### config.mk
export PLATFORM = sky130hd
export DESIGN_NAME = memory_stage
export DESIGN_NICKNAME = d
export VERILOG_FILES = /design/src/rtl/memory_stage_pkg.sv /design/src/rtl/memory_stage_load_extender.sv /design/src/rtl/memory_stage.sv
export SDC_FILE = /design/constraint.sdc
export NUM_CORES = 1
export LEC_CHECK = 0
export BUFFER_PORTS_ARGS = -buffer_cell sky130_fd_sc_hd__clkbuf_2
export CORE_MARGIN = 5
export CORE_UTILIZATION = 52
export CTS_BUF_LIST = sky130_fd_sc_hd__clkbuf_4 sky130_fd_sc_hd__clkbuf_8
export CTS_CLUSTER_DIAMETER = 50
export DETAILED_ROUTE_END_ITERATION = 8
export PLACE_DENSITY = 0.91
export SKIP_CTS_REPAIR_TIMING = 1
export SYNTH_ARGS = -nofsm -noshare
export SYNTH_HDL_FRONTEND = slang
export SYNTH_SLANG_ARGS = --single-unit
### constraint.sdc
create_clock -name clk -period 2.04 [get_ports clk]
set_input_delay 0.102 -clock clk [delete_from_list [all_inputs] [get_ports clk]]
set_output_delay 0.102 -clock clk [all_outputs]
set_load 0.01 [all_outputs]
### src/rtl/memory_stage_pkg.sv
// ---------------------------------------------------------------------------
// mem_defs : shared definitions for the memory pipeline stage.
//   - MEM_SIZE_* : access size encodings carried on ex_mem_size
//                  (2'b11 is handled as a word access)
//   - mem_state_t: handshake FSM states (MEM_ST_IDLE / MEM_ST_WAIT)
//   - helpers    : alignment test and store lane construction
// ---------------------------------------------------------------------------
package mem_defs;

  localparam logic [1:0] MEM_SIZE_BYTE = 2'b00;
  localparam logic [1:0] MEM_SIZE_HALF = 2'b01;
  localparam logic [1:0] MEM_SIZE_WORD = 2'b10;

  typedef enum logic [0:0] {
    MEM_ST_IDLE = 1'b0,
    MEM_ST_WAIT = 1'b1
  } mem_state_t;

  // True when the low address bits do not fit the natural alignment of size.
  function automatic logic is_misaligned(input logic [1:0] size, input logic [1:0] lo);
    logic bad;
    case (size)
      MEM_SIZE_BYTE: bad = 1'b0;
      MEM_SIZE_HALF: bad = lo[0];
      default:       bad = (lo != 2'b00);
    endcase
    return bad;
  endfunction

  // Byte enables for a store; offending low bits are ignored for half/word.
  function automatic logic [3:0] store_be(input logic [1:0] size, input logic [1:0] lo);
    logic [3:0] be;
    case (size)
      MEM_SIZE_BYTE: be = 4'b0001 << lo;
      MEM_SIZE_HALF: be = lo[1] ? 4'b1100 : 4'b0011;
      default:       be = 4'b1111;
    endcase
    return be;
  endfunction

  // Store data replicated across every lane so the enables alone pick the target.
  function automatic logic [31:0] store_wdata(input logic [1:0] size, input logic [31:0] data);
    logic [31:0] w;
    case (size)
      MEM_SIZE_BYTE: w = {4{data[7:0]}};
      MEM_SIZE_HALF: w = {2{data[15:0]}};
      default:       w = data;
    endcase
    return w;
  endfunction

endpackage

### src/rtl/memory_stage_load_extender.sv
// ---------------------------------------------------------------------------
// load_extender : picks the addressed byte/half lane out of a read word and
// zero- or sign-extends it to 32 bits. Purely combinational.
//   rdata    in  32  word returned by data memory
//   addr_lo  in   2  low address bits of the access
//   size     in   2  access size (mem_defs encodings)
//   sign_ext in   1  1 = sign-extend, 0 = zero-extend
//   value    out 32  aligned, extended load result
// ---------------------------------------------------------------------------
import mem_defs::*;

module load_extender (
  input  logic [31:0] rdata,
  input  logic [1:0]  addr_lo,
  input  logic [1:0]  size,
  input  logic        sign_ext,
  output logic [31:0] value
);

  logic [7:0]  byte_s;
  logic [15:0] half_s;

  // Lane selection; a half access only looks at addr_lo[1].
  always_comb begin
    byte_s = 8'h00;
    case (addr_lo)
      2'b00:   byte_s = rdata[7:0];
      2'b01:   byte_s = rdata[15:8];
      2'b10:   byte_s = rdata[23:16];
      default: byte_s = rdata[31:24];
    endcase
    if (addr_lo[1]) begin
      half_s = rdata[31:16];
    end else begin
      half_s = rdata[15:0];
    end
  end

  // Extension to the full register width.
  always_comb begin
    value = 32'h0000_0000;
    case (size)
      MEM_SIZE_BYTE: value = {{24{sign_ext & byte_s[7]}}, byte_s};
      MEM_SIZE_HALF: value = {{16{sign_ext & half_s[15]}}, half_s};
      default:       value = rdata;
    endcase
  end

endmodule

### src/rtl/memory_stage.sv
// ---------------------------------------------------------------------------
// memory_stage : fourth pipeline stage plus MEM/WB register.
// Issues loads/stores to data memory over a req/ack handshake, stalls the
// upstream stage while an access is outstanding and registers the writeback
// bundle (regdest, writereg, wbvalue).
//
// Ports:
//   clk, rst_n              clock, synchronous active-low reset
//   ex_mem_*                EX/MEM bundle (valid, regdest, writereg, aluresult,
//                           storevalue, memread, memwrite, size, signed)
//   mem_stall               combinational hold request to upstream
//   dmem_req/we/addr/wdata/be, dmem_ack/rdata   data memory handshake
//   mem_misaligned          one-cycle alignment fault pulse
//   mem_wb_regdest/writereg/wbvalue             registered writeback bundle
//
// Build option: define MEM_ALIGN_CHECK_EN to fault misaligned half/word
// accesses instead of silently ignoring the offending address bits.
// ---------------------------------------------------------------------------
import mem_defs::*;

module memory_stage #(
  parameter int ADDR_WIDTH = 32
) (
  input  logic                  clk,
  input  logic                  rst_n,
  input  logic                  ex_mem_valid,
  input  logic [4:0]            ex_mem_regdest,
  input  logic                  ex_mem_writereg,
  input  logic [31:0]           ex_mem_aluresult,
  input  logic [31:0]           ex_mem_storevalue,
  input  logic                  ex_mem_memread,
  input  logic                  ex_mem_memwrite,
  input  logic [1:0]            ex_mem_size,
  input  logic                  ex_mem_signed,
  output logic                  mem_stall,
  output logic                  dmem_req,
  output logic                  dmem_we,
  output logic [ADDR_WIDTH-1:0] dmem_addr,
  output logic [31:0]           dmem_wdata,
  output logic [3:0]            dmem_be,
  input  logic                  dmem_ack,
  input  logic [31:0]           dmem_rdata,
  output logic                  mem_misaligned,
  output logic [4:0]            mem_wb_regdest,
  output logic                  mem_wb_writereg,
  output logic [31:0]           mem_wb_wbvalue
);

  mem_state_t            state_r, state_s;
  logic                  req_r, req_s;
  logic                  we_r, we_s;
  logic [ADDR_WIDTH-1:0] addr_r, addr_s;
  logic [31:0]           wdata_r, wdata_s;
  logic [3:0]            be_r, be_s;
  logic                  mis_r, mis_s;
  logic [4:0]            wb_regdest_r, wb_regdest_s;
  logic                  wb_writereg_r, wb_writereg_s;
  logic [31:0]           wb_value_r, wb_value_s;

  // Context of the outstanding access, needed when the ack arrives.
  logic                  pend_load_r, pend_load_s;
  logic [1:0]            pend_size_r, pend_size_s;
  logic                  pend_sign_r, pend_sign_s;
  logic [1:0]            pend_lo_r, pend_lo_s;
  logic [4:0]            pend_regdest_r, pend_regdest_s;
  logic                  pend_writereg_r, pend_writereg_s;
  logic [31:0]           pend_alu_r, pend_alu_s;

  logic                  mem_op_s;
  logic                  misalign_s;
  logic [31:0]           load_value_s;

  // Memory op decode and optional alignment fault detection.
  always_comb begin
    mem_op_s = ex_mem_valid & (ex_mem_memread | ex_mem_memwrite);
`ifdef MEM_ALIGN_CHECK_EN
    misalign_s = mem_op_s & is_misaligned(ex_mem_size, ex_mem_aluresult[1:0]);
`else
    misalign_s = 1'b0;
`endif
  end

  // Extension works from the latched context since ex_mem_* may move on.
  load_extender u_load_extender (
    .rdata    (dmem_rdata),
    .addr_lo  (pend_lo_r),
    .size     (pend_size_r),
    .sign_ext (pend_sign_r),
    .value    (load_value_s)
  );

  // Next-state logic of the handshake FSM.
  always_comb begin
    state_s = state_r;
    case (state_r)
      MEM_ST_IDLE: begin
        if (mem_op_s && !misalign_s) begin
          state_s = MEM_ST_WAIT;
        end else begin
          state_s = MEM_ST_IDLE;
        end
      end
      MEM_ST_WAIT: begin
        if (dmem_ack) begin
          state_s = MEM_ST_IDLE;
        end else begin
          state_s = MEM_ST_WAIT;
        end
      end
      default: state_s = MEM_ST_IDLE;
    endcase
  end

  // Next values of the request, writeback and pending-context registers.
  always_comb begin
    req_s           = req_r;
    we_s            = we_r;
    addr_s          = addr_r;
    wdata_s         = wdata_r;
    be_s            = be_r;
    mis_s           = 1'b0;
    wb_regdest_s    = wb_regdest_r;
    wb_writereg_s   = 1'b0;      // bubble unless something completes
    wb_value_s      = wb_value_r;
    pend_load_s     = pend_load_r;
    pend_size_s     = pend_size_r;
    pend_sign_s     = pend_sign_r;
    pend_lo_s       = pend_lo_r;
    pend_regdest_s  = pend_regdest_r;
    pend_writereg_s = pend_writereg_r;
    pend_alu_s      = pend_alu_r;
    case (state_r)
      MEM_ST_IDLE: begin
        if (mem_op_s) begin
          if (misalign_s) begin
            mis_s = 1'b1;
          end else begin
            // Store wins when both memread and memwrite are set.
            req_s           = 1'b1;
            we_s            = ex_mem_memwrite;
            addr_s          = {ex_mem_aluresult[ADDR_WIDTH-1:2], 2'b00};
            wdata_s         = store_wdata(ex_mem_size, ex_mem_storevalue);
            be_s            = store_be(ex_mem_size, ex_mem_aluresult[1:0]);
            pend_load_s     = ~ex_mem_memwrite;
            pend_size_s     = ex_mem_size;
            pend_sign_s     = ex_mem_signed;
            pend_lo_s       = ex_mem_aluresult[1:0];
            pend_regdest_s  = ex_mem_regdest;
            pend_writereg_s = ex_mem_writereg;
            pend_alu_s      = ex_mem_aluresult;
          end
        end else if (ex_mem_valid) begin
          wb_regdest_s  = ex_mem_regdest;
          wb_writereg_s = ex_mem_writereg;
          wb_value_s    = ex_mem_aluresult;
        end else begin
          wb_writereg_s = 1'b0;
        end
      end
      MEM_ST_WAIT: begin
        if (dmem_ack) begin
          req_s         = 1'b0;
          we_s          = 1'b0;
          wb_regdest_s  = pend_regdest_r;
          wb_writereg_s = pend_writereg_r;
          if (pend_load_r) begin
            wb_value_s = load_value_s;
          end else begin
            wb_value_s = pend_alu_r;
          end
        end else begin
          wb_writereg_s = 1'b0;
        end
      end
      default: begin
        req_s = 1'b0;
        we_s  = 1'b0;
      end
    endcase
  end

  // FSM state register.
  always_ff @(posedge clk) begin
    if (!rst_n) begin
      state_r <= MEM_ST_IDLE;
    end else begin
      state_r <= state_s;
    end
  end

  // Output and context registers.
  always_ff @(posedge clk) begin
    if (!rst_n) begin
      req_r           <= 1'b0;
      we_r            <= 1'b0;
      addr_r          <= '0;
      wdata_r         <= 32'h0000_0000;
      be_r            <= 4'b0000;
      mis_r           <= 1'b0;
      wb_regdest_r    <= 5'd0;
      wb_writereg_r   <= 1'b0;
      wb_value_r      <= 32'h0000_0000;
      pend_load_r     <= 1'b0;
      pend_size_r     <= 2'b00;
      pend_sign_r     <= 1'b0;
      pend_lo_r       <= 2'b00;
      pend_regdest_r  <= 5'd0;
      pend_writereg_r <= 1'b0;
      pend_alu_r      <= 32'h0000_0000;
    end else begin
      req_r           <= req_s;
      we_r            <= we_s;
      addr_r          <= addr_s;
      wdata_r         <= wdata_s;
      be_r            <= be_s;
      mis_r           <= mis_s;
      wb_regdest_r    <= wb_regdest_s;
      wb_writereg_r   <= wb_writereg_s;
      wb_value_r      <= wb_value_s;
      pend_load_r     <= pend_load_s;
      pend_size_r     <= pend_size_s;
      pend_sign_r     <= pend_sign_s;
      pend_lo_r       <= pend_lo_s;
      pend_regdest_r  <= pend_regdest_s;
      pend_writereg_r <= pend_writereg_s;
      pend_alu_r      <= pend_alu_s;
    end
  end

  // Stall is combinational so upstream holds in the accept cycle itself;
  // it drops in the ack cycle so the next op can advance on that edge.
  assign mem_stall = rst_n &
                     (((state_r == MEM_ST_IDLE) & mem_op_s & ~misalign_s) |
                      ((state_r == MEM_ST_WAIT) & ~dmem_ack));

  assign dmem_req        = req_r;
  assign dmem_we         = we_r;
  assign dmem_addr       = addr_r;
  assign dmem_wdata      = wdata_r;
  assign dmem_be         = be_r;
  assign mem_misaligned  = mis_r;
  assign mem_wb_regdest  = wb_regdest_r;
  assign mem_wb_writereg = wb_writereg_r;
  assign mem_wb_wbvalue  = wb_value_r;

endmodule
==> results of run 1 <==
-- cells by family (layout without fill, tap and decap cells) --
kind of cell | count (synthesis) | after routing | share of synthesized area, %
other cells | 1 | 3 | 0.0609
compound gates | 297 | 297 | 30.5
mux | 27 | 27 | 4.39
buf+inv | 109 | 357 | 9.07
simple gates | 251 | 251 | 17.3
flops | 119 | 119 | 38.7
-- final cells by class --
type | count | area (sq um)
multi-input cells | 578 | 3240
fillers | 813 | 3210
inverters | 7 | 31.3
well taps | 143 | 179
flip-flops and latches | 119 | 2390
clock buffers | 23 | 298
clock inverters | 8 | 97.6
repair buffers | 319 | 2070
-- layer usage --
metal / share of wire (%) / global-route usage [%]
met5: 0 / 0
met4: 4.5 / 11.9
met2: 48 / 44.8
met1: 36 / 35.5
met3: 12 / 11.3
-- cells in the final DEF, fill, tap and decap left out, types with 20 or more instances in the layout --
master / n
a211oi_1: 20
a21oi_1: 126
buf_4: 27
clkbuf_2: 217
clkbuf_8: 20
dfxtp_1: 118
dlygate4sd3_1: 70
mux2i_1: 27
nand2_1: 154
nor2_1: 50
o21ai_0: 67
-- flip-flops by register name (all words and copies together), names as in the netlist, 2 cells and up --
name / count
dmem_wdata: 32
mem_wb_wbvalue: 32
pend_alu_r: 31
mem_wb_regdest: 5
pend_regdest_r: 5
dmem_be: 4
pend_size_r: 2
-- through the flow --
stage / setup slack (ns) / hold slack [ns] / setup TNS (ns) / utilization (%)
after floorplan: 0.383 / 0.238 / 0 / -
after global placement: 0.315 / 0.329 / 0 / 62.5
after detailed placement: 0.207 / 0.342 / 0 / 62.5
after CTS: -0.0163 / -0.138 / -0.0163 / 65.9
after global routing: 0.000397 / 0.00200 / 0 / 72.1
final: 0.116 / -0.00419 / 0 / 72.1
-- worst paths after layout --
check                                       from                        endpoint  slack, ns  depth (start not counted)
setup / recovery              state_r$_SDFF_PN0_                       mem_stall       0.12                          6
hold / removal             ex_mem_storevalue[20]     dmem_wdata[20]$_SDFFE_PN0P_     -0.004                          3
setup reg to reg              state_r$_SDFF_PN0_  mem_wb_regdest[2]$_SDFFE_PN0P_       0.21                          5
hold reg to reg   pend_regdest_r[2]$_SDFFE_PN0P_  pend_regdest_r[2]$_SDFFE_PN0P_       0.46                          2
-- power by group through the flow --
stage | combinational, mW | clock, mW | sequential (mW)
after floorplan | 0.689 | 0 | 2.68
after global placement | 1.17 | 0 | 2.65
after detailed placement | 1.20 | 0 | 2.65
after CTS | 1.21 | 2.19 | 2.60
after global routing | 1.47 | 2.33 | 2.63
final | 1.37 | 2.20 | 2.61
-- worst register-to-register path, stage by stage, from the launching register on --
cell and delay, ns:
dfxtp_4 0.38, or4b_1 0.55, nand2_1 0.29, buf_4 0.25
nor2_1 0.07, a211oi_1 0.21
==> impl_metrics.toml, run 1 <==
[outcome]
status = "complete, but fails checks"
violations = "hold timing"

[placed_design]
dp.cells = 1096
place_area_sq_um = 7190
dp_hpwl_um = 15100
numPortBuffers = 217
gp_congestion = 0.976

[finish]
layout.nets = 1153
final-instance-count-excl-fill = 1197
n_antenna_cell = 0
drive_above_1_share_pct = 28.7
area_delta_synth_final_pct = 35.0
postLayoutCellArea_sq_um = 8310

[synth]
synth-main-ff-cell = "dfxtp_1"
seq_area_frac_synth_pct = 38.7
yosys.area.top_type = "dfxtp_1"
synthTopCellsByCount = "154 x nand2_1, 126 x a21oi_1, 119 x dfxtp_1"
netlist_instances = 804
synth.most_common_cell = "nand2_1"
yosysWarningCount = 0
async_reset_ff_share_pct = 0
synth_cell_type_count = 53
synth_edf_count = 0
avgSynthCellArea_sq_um = 7.66
synth.cell_area_sq_um = 6150
synth_seq_cells = 119
synth_top_area_share_pct = 38.7
synth_area_leaders = "dfxtp_1 39%, a21oi_1 10%, nand2_1 9.4%"

[routing]
drt_iter0_drc = 1086
vias = 7319
viasPerCell = 6.11
wire_per_inst_um = 19.9
antenna_left = 0
drtPass1Iterations = 8
drcViolationCount = 0
finalWirelength_um = 23800

[pwr]
power.internal_mw = 4.27
p_switching_mw = 1.92
cellPowerDensity_nw_per_um2 = 744
p_leak_nw = 3.54
ir_worst_vdd_v = 0.000694
pwr-share-seq_pct = 42.2
combPwrFrac_pct = 22.2
clock_power_share_pct = 35.6
power.total_mw = 6.18
sw_frac_of_total_pct = 31.0

[floorplan]
row_count = 39
die_h_um = 119
num_io_pins = 221
start_util_pct = 53.4
floorplan.die_area_sq_um = 14100
die_w_um = 119
core_region_area_sq_um = 11500

[timing]
skew_ns = 0.0138
max_freq_mhz = 520
drv_slew = 0
hold_slack_ns = -0.00419
finalSetupViolCount = 0
worst_slew_pin_slew_ns = 0.578
grt_setup_unrepaired = "true"
final.min_clock_period_ns = 1.92
max_slew_margin_pct = 61.3
finalHoldViolCount = 3
period_share_pct = 94.3

[run]
maxCapViolCount = 0

[global_route]
grt_overflow = 0
grt_max_degree = 80
antenna_found_initial = 0
grt_pass1_vias = 6142
grt_pass1_wl_um = 32800
track_usage_pct = 28.7

[clock_network]
cts_tree = "done"
root_buffer = "clkbuf_8"
clock-sinks = 119
cts_buffer_depth = 2
clk_pin_slew_ns = 0.07
htreeDepth = 4
clk_latency_ns = 0.46
numCtsBuffers = 17

[worst_setup_path]
crit_path_frequent_cell = "nor2_1"
cp_cell_sequence = "clkinvlp_4 -> buf_4 -> nor2_1 -> nor2_1 -> nor2_1 -> clkbuf_2"
critPathSlowestCell = "dfxtp_4"
cp_data_arrival_time_ns = 1.82
critPathLaunchType = "flip-flop"
path_buf_inv = 3
cp_slowest_stage_delay_ns = 0.40
end_kind = "primary output"
cp.required_ns = 1.94
path_delay_family = "buffers and inverters"
worstPathMaxFanout = 10
crit_type = "reg -> out"

[min_path]
min_path_type = "in -> reg"
No activity file was read; power rests on OpenSTA's default activity.
==> run 2: changes to the inputs <==
- CORE_UTILIZATION: 52 -> 42
- PLACE_DENSITY: 0.91 -> 0.77
==> impl_metrics.toml, run 2 (synthesized netlist as in run 1, its figures left out) <==
[outcome]
status = "complete, but fails checks"
violations = "hold timing"

[finish]
n_antenna_cell = 0
area_delta_synth_final_pct = 36.5
layout_commonest_cell = "clkbuf_2"
drive_above_1_share_pct = 29.1
layout.nets = 1155
final_cell_mix = "217 x clkbuf_2, 153 x nand2_1, 126 x a21oi_1"
n_fill_cell = 1285

[timing]
finalSetupTns_ns = 0
hold_slack_ns = -0.0282
skew_ns = 0.00977
finalSetupViolCount = 0
final.min_clock_period_ns = 1.87
worst_slew_pin_slew_ns = 0.535
period_share_pct = 91.5
drv_slew = 0
max_slew_margin_pct = 64.2
max_freq_mhz = 536
finalHoldViolCount = 2
grt_setup_unrepaired = "false"

[global_route]
grt_max_degree = 51
grt_pass1_vias = 5939
track_usage_pct = 24.0
grt_overflow = 0
grt_pass1_wl_um = 32100
antenna_found_initial = 0

[run]
maxCapViolCount = 0

[worst_setup_path]
crit_path_frequent_cell = "nor2_1"
cp_cell_sequence = "clkinvlp_4 -> buf_4 -> nor2_2 -> nor2_1 -> nor2_1 -> clkbuf_2"
cp_slowest_stage_delay_ns = 0.38
cp.required_ns = 1.94
worstPathMaxFanout = 10
end_kind = "primary output"
crit_type = "reg -> out"
cp_data_arrival_time_ns = 1.76
critPathSlowestCell = "dfxtp_2"
critPathLaunchType = "flip-flop"

[clock_network]
root_buffer = "clkbuf_8"
cts_tree = "done"
cts_buffer_depth = 2
htreeDepth = 4
clk_latency_ns = 0.46
clock-sinks = 119
clk_pin_slew_ns = 0.07
numCtsBuffers = 17

[routing]
drtPass1Iterations = 5
viasPerCell = 5.56
drcViolationCount = 0
drt_iter0_drc = 689
finalWirelength_um = 22200
wire_per_inst_um = 17.9
antenna_left = 0
vias = 6895

[placed_design]
dp_hpwl_um = 15500
numPortBuffers = 217
gp_congestion = 0.987

[floorplan]
die_w_um = 131
core_region_area_sq_um = 14500
die_h_um = 131
row_count = 44
start_util_pct = 42.5
floorplan.die_area_sq_um = 17200
num_io_pins = 221

[pwr]
cellPowerDensity_nw_per_um2 = 742
p_leak_nw = 3.56
power.total_mw = 6.24
ir_worst_vdd_v = 0.000463

[min_path]
min_path_type = "in -> reg"
## run 2: cell type report
class / instances / area [sq um] / share of cell area, %
Sequential cell: 119 / 2380 / 28.4
Clock buffer: 20 / 269 / 3.20
Timing Repair Buffer: 321 / 2080 / 24.8
Multi-Input combinational cell: 578 / 3250 / 38.7
Clock inverter: 12 / 151 / 1.80
Inverter: 7 / 31.3 / 0.372
Tap cell: 184 / 230 / 2.74
## run 2: through the flow
step                setup WS (ns)  util [%]  cells  area, sq um
floorplan                   0.383         -    806         6160
global placement            0.279      50.2   1140         7270
detailed placement          0.184      50.2   1140         7270
CTS                        0.0548      53.1   1172         7690
global route               0.0474      58.0   1241         8400
finish                      0.174      58.0   1241         8400
## run 2: routing by layer
layer	track usage (%)	vias to the layer above	share of wire [%]
li1	-	3284	-
met1	30.8	3186	41
met2	37.6	371	46
met3	8.06	54	10
met4	8.47	0	3.0
met5	0	-	0
## run 2: path summary, 6_finish.rpt
path | from | end | slack (ns) | depth (start not counted)
setup / recovery | state_r$_SDFF_PN0_ | mem_stall | 0.17 | 6
hold / removal | ex_mem_storevalue[16] | dmem_wdata[16]$_SDFFE_PN0P_ | -0.03 | 3
setup reg to reg | state_r$_SDFF_PN0_ | mem_wb_wbvalue[9]$_SDFFE_PN0P_ | 0.19 | 5
hold reg to reg | dmem_wdata[25]$_SDFFE_PN0P_ | dmem_wdata[25]$_SDFFE_PN0P_ | 0.46 | 2
## run 2: worst max-delay path, delay by kind of cell (launching register included)
kind,cells,cell delay [ns]
buffers and inverters,3,0.62
AND/OR/NAND/NOR,3,0.30
flip-flops,1,0.38
## run 2: report_power, final
group	internal, mW	switching [mW]	total, mW
registers	2.49	0.116	2.61
clock network	1.28	1.00	2.28
logic	0.573	0.773	1.35
==> run 3: changes to the inputs <==
- ABC_AREA: not set -> 1
- PLACE_DENSITY: 0.77 -> 0.78
==> impl_metrics.toml, run 3 <==
[outcome]
status = "complete, but fails checks"
violations = "hold timing"

[synth]
synth-main-ff-cell = "dfxtp_1"
avgSynthCellArea_sq_um = 6.94
synth_cell_type_count = 30
synth_area_leaders = "dfxtp_1 39%, a21oi_1 14%, nand2_1 10%"
synth_top_area_share_pct = 39.4
synth_seq_cells = 119
synthTopCellsByCount = "170 x a21oi_1, 162 x nand2_1, 119 x dfxtp_1"
synth_edf_count = 0
seq_area_frac_synth_pct = 39.4
synth.cell_area_sq_um = 6050
synth.most_common_cell = "a21oi_1"
yosys.area.top_type = "dfxtp_1"
yosysWarningCount = 0
async_reset_ff_share_pct = 0
netlist_instances = 872

[floorplan]
row_count = 43
die_w_um = 130
die_h_um = 130
num_io_pins = 221
floorplan.die_area_sq_um = 16900
start_util_pct = 43.3
core_region_area_sq_um = 14000

[clock_network]
clk_latency_ns = 0.45
htreeDepth = 4
cts_buffer_depth = 2
clk_pin_slew_ns = 0.07
numCtsBuffers = 17
cts_tree = "done"
clock-sinks = 119
root_buffer = "clkbuf_8"

[placed_design]
gp_congestion = 0.915
place_area_sq_um = 6980
numPortBuffers = 217
dp_hpwl_um = 14500
dp.cells = 1193

[finish]
layout.nets = 1195
seq_area_sq_um = 2380
n_antenna_cell = 0
n_fill_cell = 1330
multi_input_area_sq_um = 2800
area_delta_synth_final_pct = 31.6
final-instance-count-excl-fill = 1277
layout_commonest_cell = "clkbuf_2"
final_core_util_pct = 56.9
drive_above_1_share_pct = 25.9
final_cell_mix = "217 x clkbuf_2, 170 x a21oi_1, 162 x nand2_1"
postLayoutCellArea_sq_um = 7960

[worst_setup_path]
critPathLaunchType = "flip-flop"
cp_cell_sequence = "nand2_1 -> buf_4 -> nand2_1 -> nor2_1 -> clkbuf_2"
critPathSlowestCell = "dfxtp_1"
crit_type = "reg -> out"
path_delay_family = "buffers and inverters"
crit_path_frequent_cell = "nand2_1"
worstPathMaxFanout = 31
cp_slowest_stage_delay_ns = 0.39
cp.required_ns = 1.94
end_kind = "primary output"
cp_data_arrival_time_ns = 1.75
path_buf_inv = 2

[pwr]
cellPowerDensity_nw_per_um2 = 825
ir_worst_vdd_v = 0.000569
p_leak_nw = 3.75

[timing]
hold_slack_ns = -0.0308
worst_slew_pin_slew_ns = 0.572
max_freq_mhz = 539
period_share_pct = 91.0
final.min_clock_period_ns = 1.86
finalSetupViolCount = 0
grt_setup_unrepaired = "false"
drv_slew = 0
max_slew_margin_pct = 61.8
finalHoldViolCount = 10
finalSetupTns_ns = 0
skew_ns = 0.0116

[routing]
viasPerCell = 5.30
drcViolationCount = 0
drt_iter0_drc = 608
drtPass1Iterations = 5
finalWirelength_um = 20600
vias = 6763
wire_per_inst_um = 16.1
antenna_left = 0

[global_route]
grt_max_degree = 55
antenna_found_initial = 0
grt_overflow = 0
grt_pass1_vias = 6152
track_usage_pct = 22.7
grt_pass1_wl_um = 30400

[run]
maxCapViolCount = 0

[min_path]
min_path_type = "in -> reg"
==> run 3: changes by cell type in the layout (fill, tap and decap cells not counted), moves of 27 or more <==
cell	change
o21ai_0	+30
nand3_1	+35
mux2i_1	-27
a21oi_1	+44
inv_1	+75
a22oi_1	+28
==> run 3: through the flow <==
stage | worst slack [ns] | power, mW
2_1_floorplan | 0.777 | 3.53
3_3_place_gp | 0.458 | 3.97
3_5_place_dp | 0.434 | 3.99
4_1_cts | 0.116 | 6.51
5_1_grt | 0.0723 | 6.88
6_report | 0.184 | 6.57
==> run 3: kinds of logic (layout without fill, tap and decap cells) <==
kind of cell,after synthesis,after routing,share of synthesized area (%)
buffers and inverters,180,403,14.5
and+or+nand+nor,245,245,17.0
AOI/OAI and AO/OA,327,327,29.1
other,1,3,0.0620
DFF,119,119,39.4
==> run 3: worst min-delay path, delay by kind of cell <==
| kind | cells | cell delay, ns |
|---|---|---|
| buffers and inverters | 1 | 0.09 |
| AO/OA/AOI/OAI | 2 | 0.19 |
==> run 3: routing by layer <==
layer / global-route usage (%) / vias up / routed length (um)
met1: 27.5 / 3044 / 8230
li1: - / 3310 / -
met5: 0 / - / 0
met4: 7.15 / 0 / 505
met3: 8.19 / 45 / 2140
met2: 37.4 / 364 / 9720
==> run 3: final cells by class <==
| cell class | count | share of cell area, % |
|---|---|---|
| well taps | 180 | 2.83 |
| flip-flops and latches | 119 | 29.9 |
| inverters | 83 | 3.94 |
| clock buffers | 20 | 3.38 |
| clock inverters | 12 | 2.48 |
| repair buffers | 288 | 22.3 |
| multi-input cells | 575 | 35.2 |
==> run 3: worst paths after layout <==
check	startpoint	to	slack [ns]	depth (start not counted)
setup / recovery	state_r$_SDFF_PN0_	mem_stall	0.18	5
setup reg to reg	pend_alu_r[1]$_SDFFE_PN0P_	mem_wb_wbvalue[22]$_SDFFE_PN0P_	0.37	7
hold reg to reg	pend_regdest_r[2]$_SDFFE_PN0P_	pend_regdest_r[2]$_SDFFE_PN0P_	0.45	2
hold / removal	ex_mem_aluresult[11]	pend_alu_r[11]$_SDFFE_PN0P_	-0.03	3
==> run 3: report_power, final <==
part           switching (mW)  internal (mW)  leakage [nW]
Sequential              0.122           2.53         0.983
Clock                    1.01           1.53         0.233
Combinational           0.825          0.550          2.54
Total                    1.96           4.61          3.75
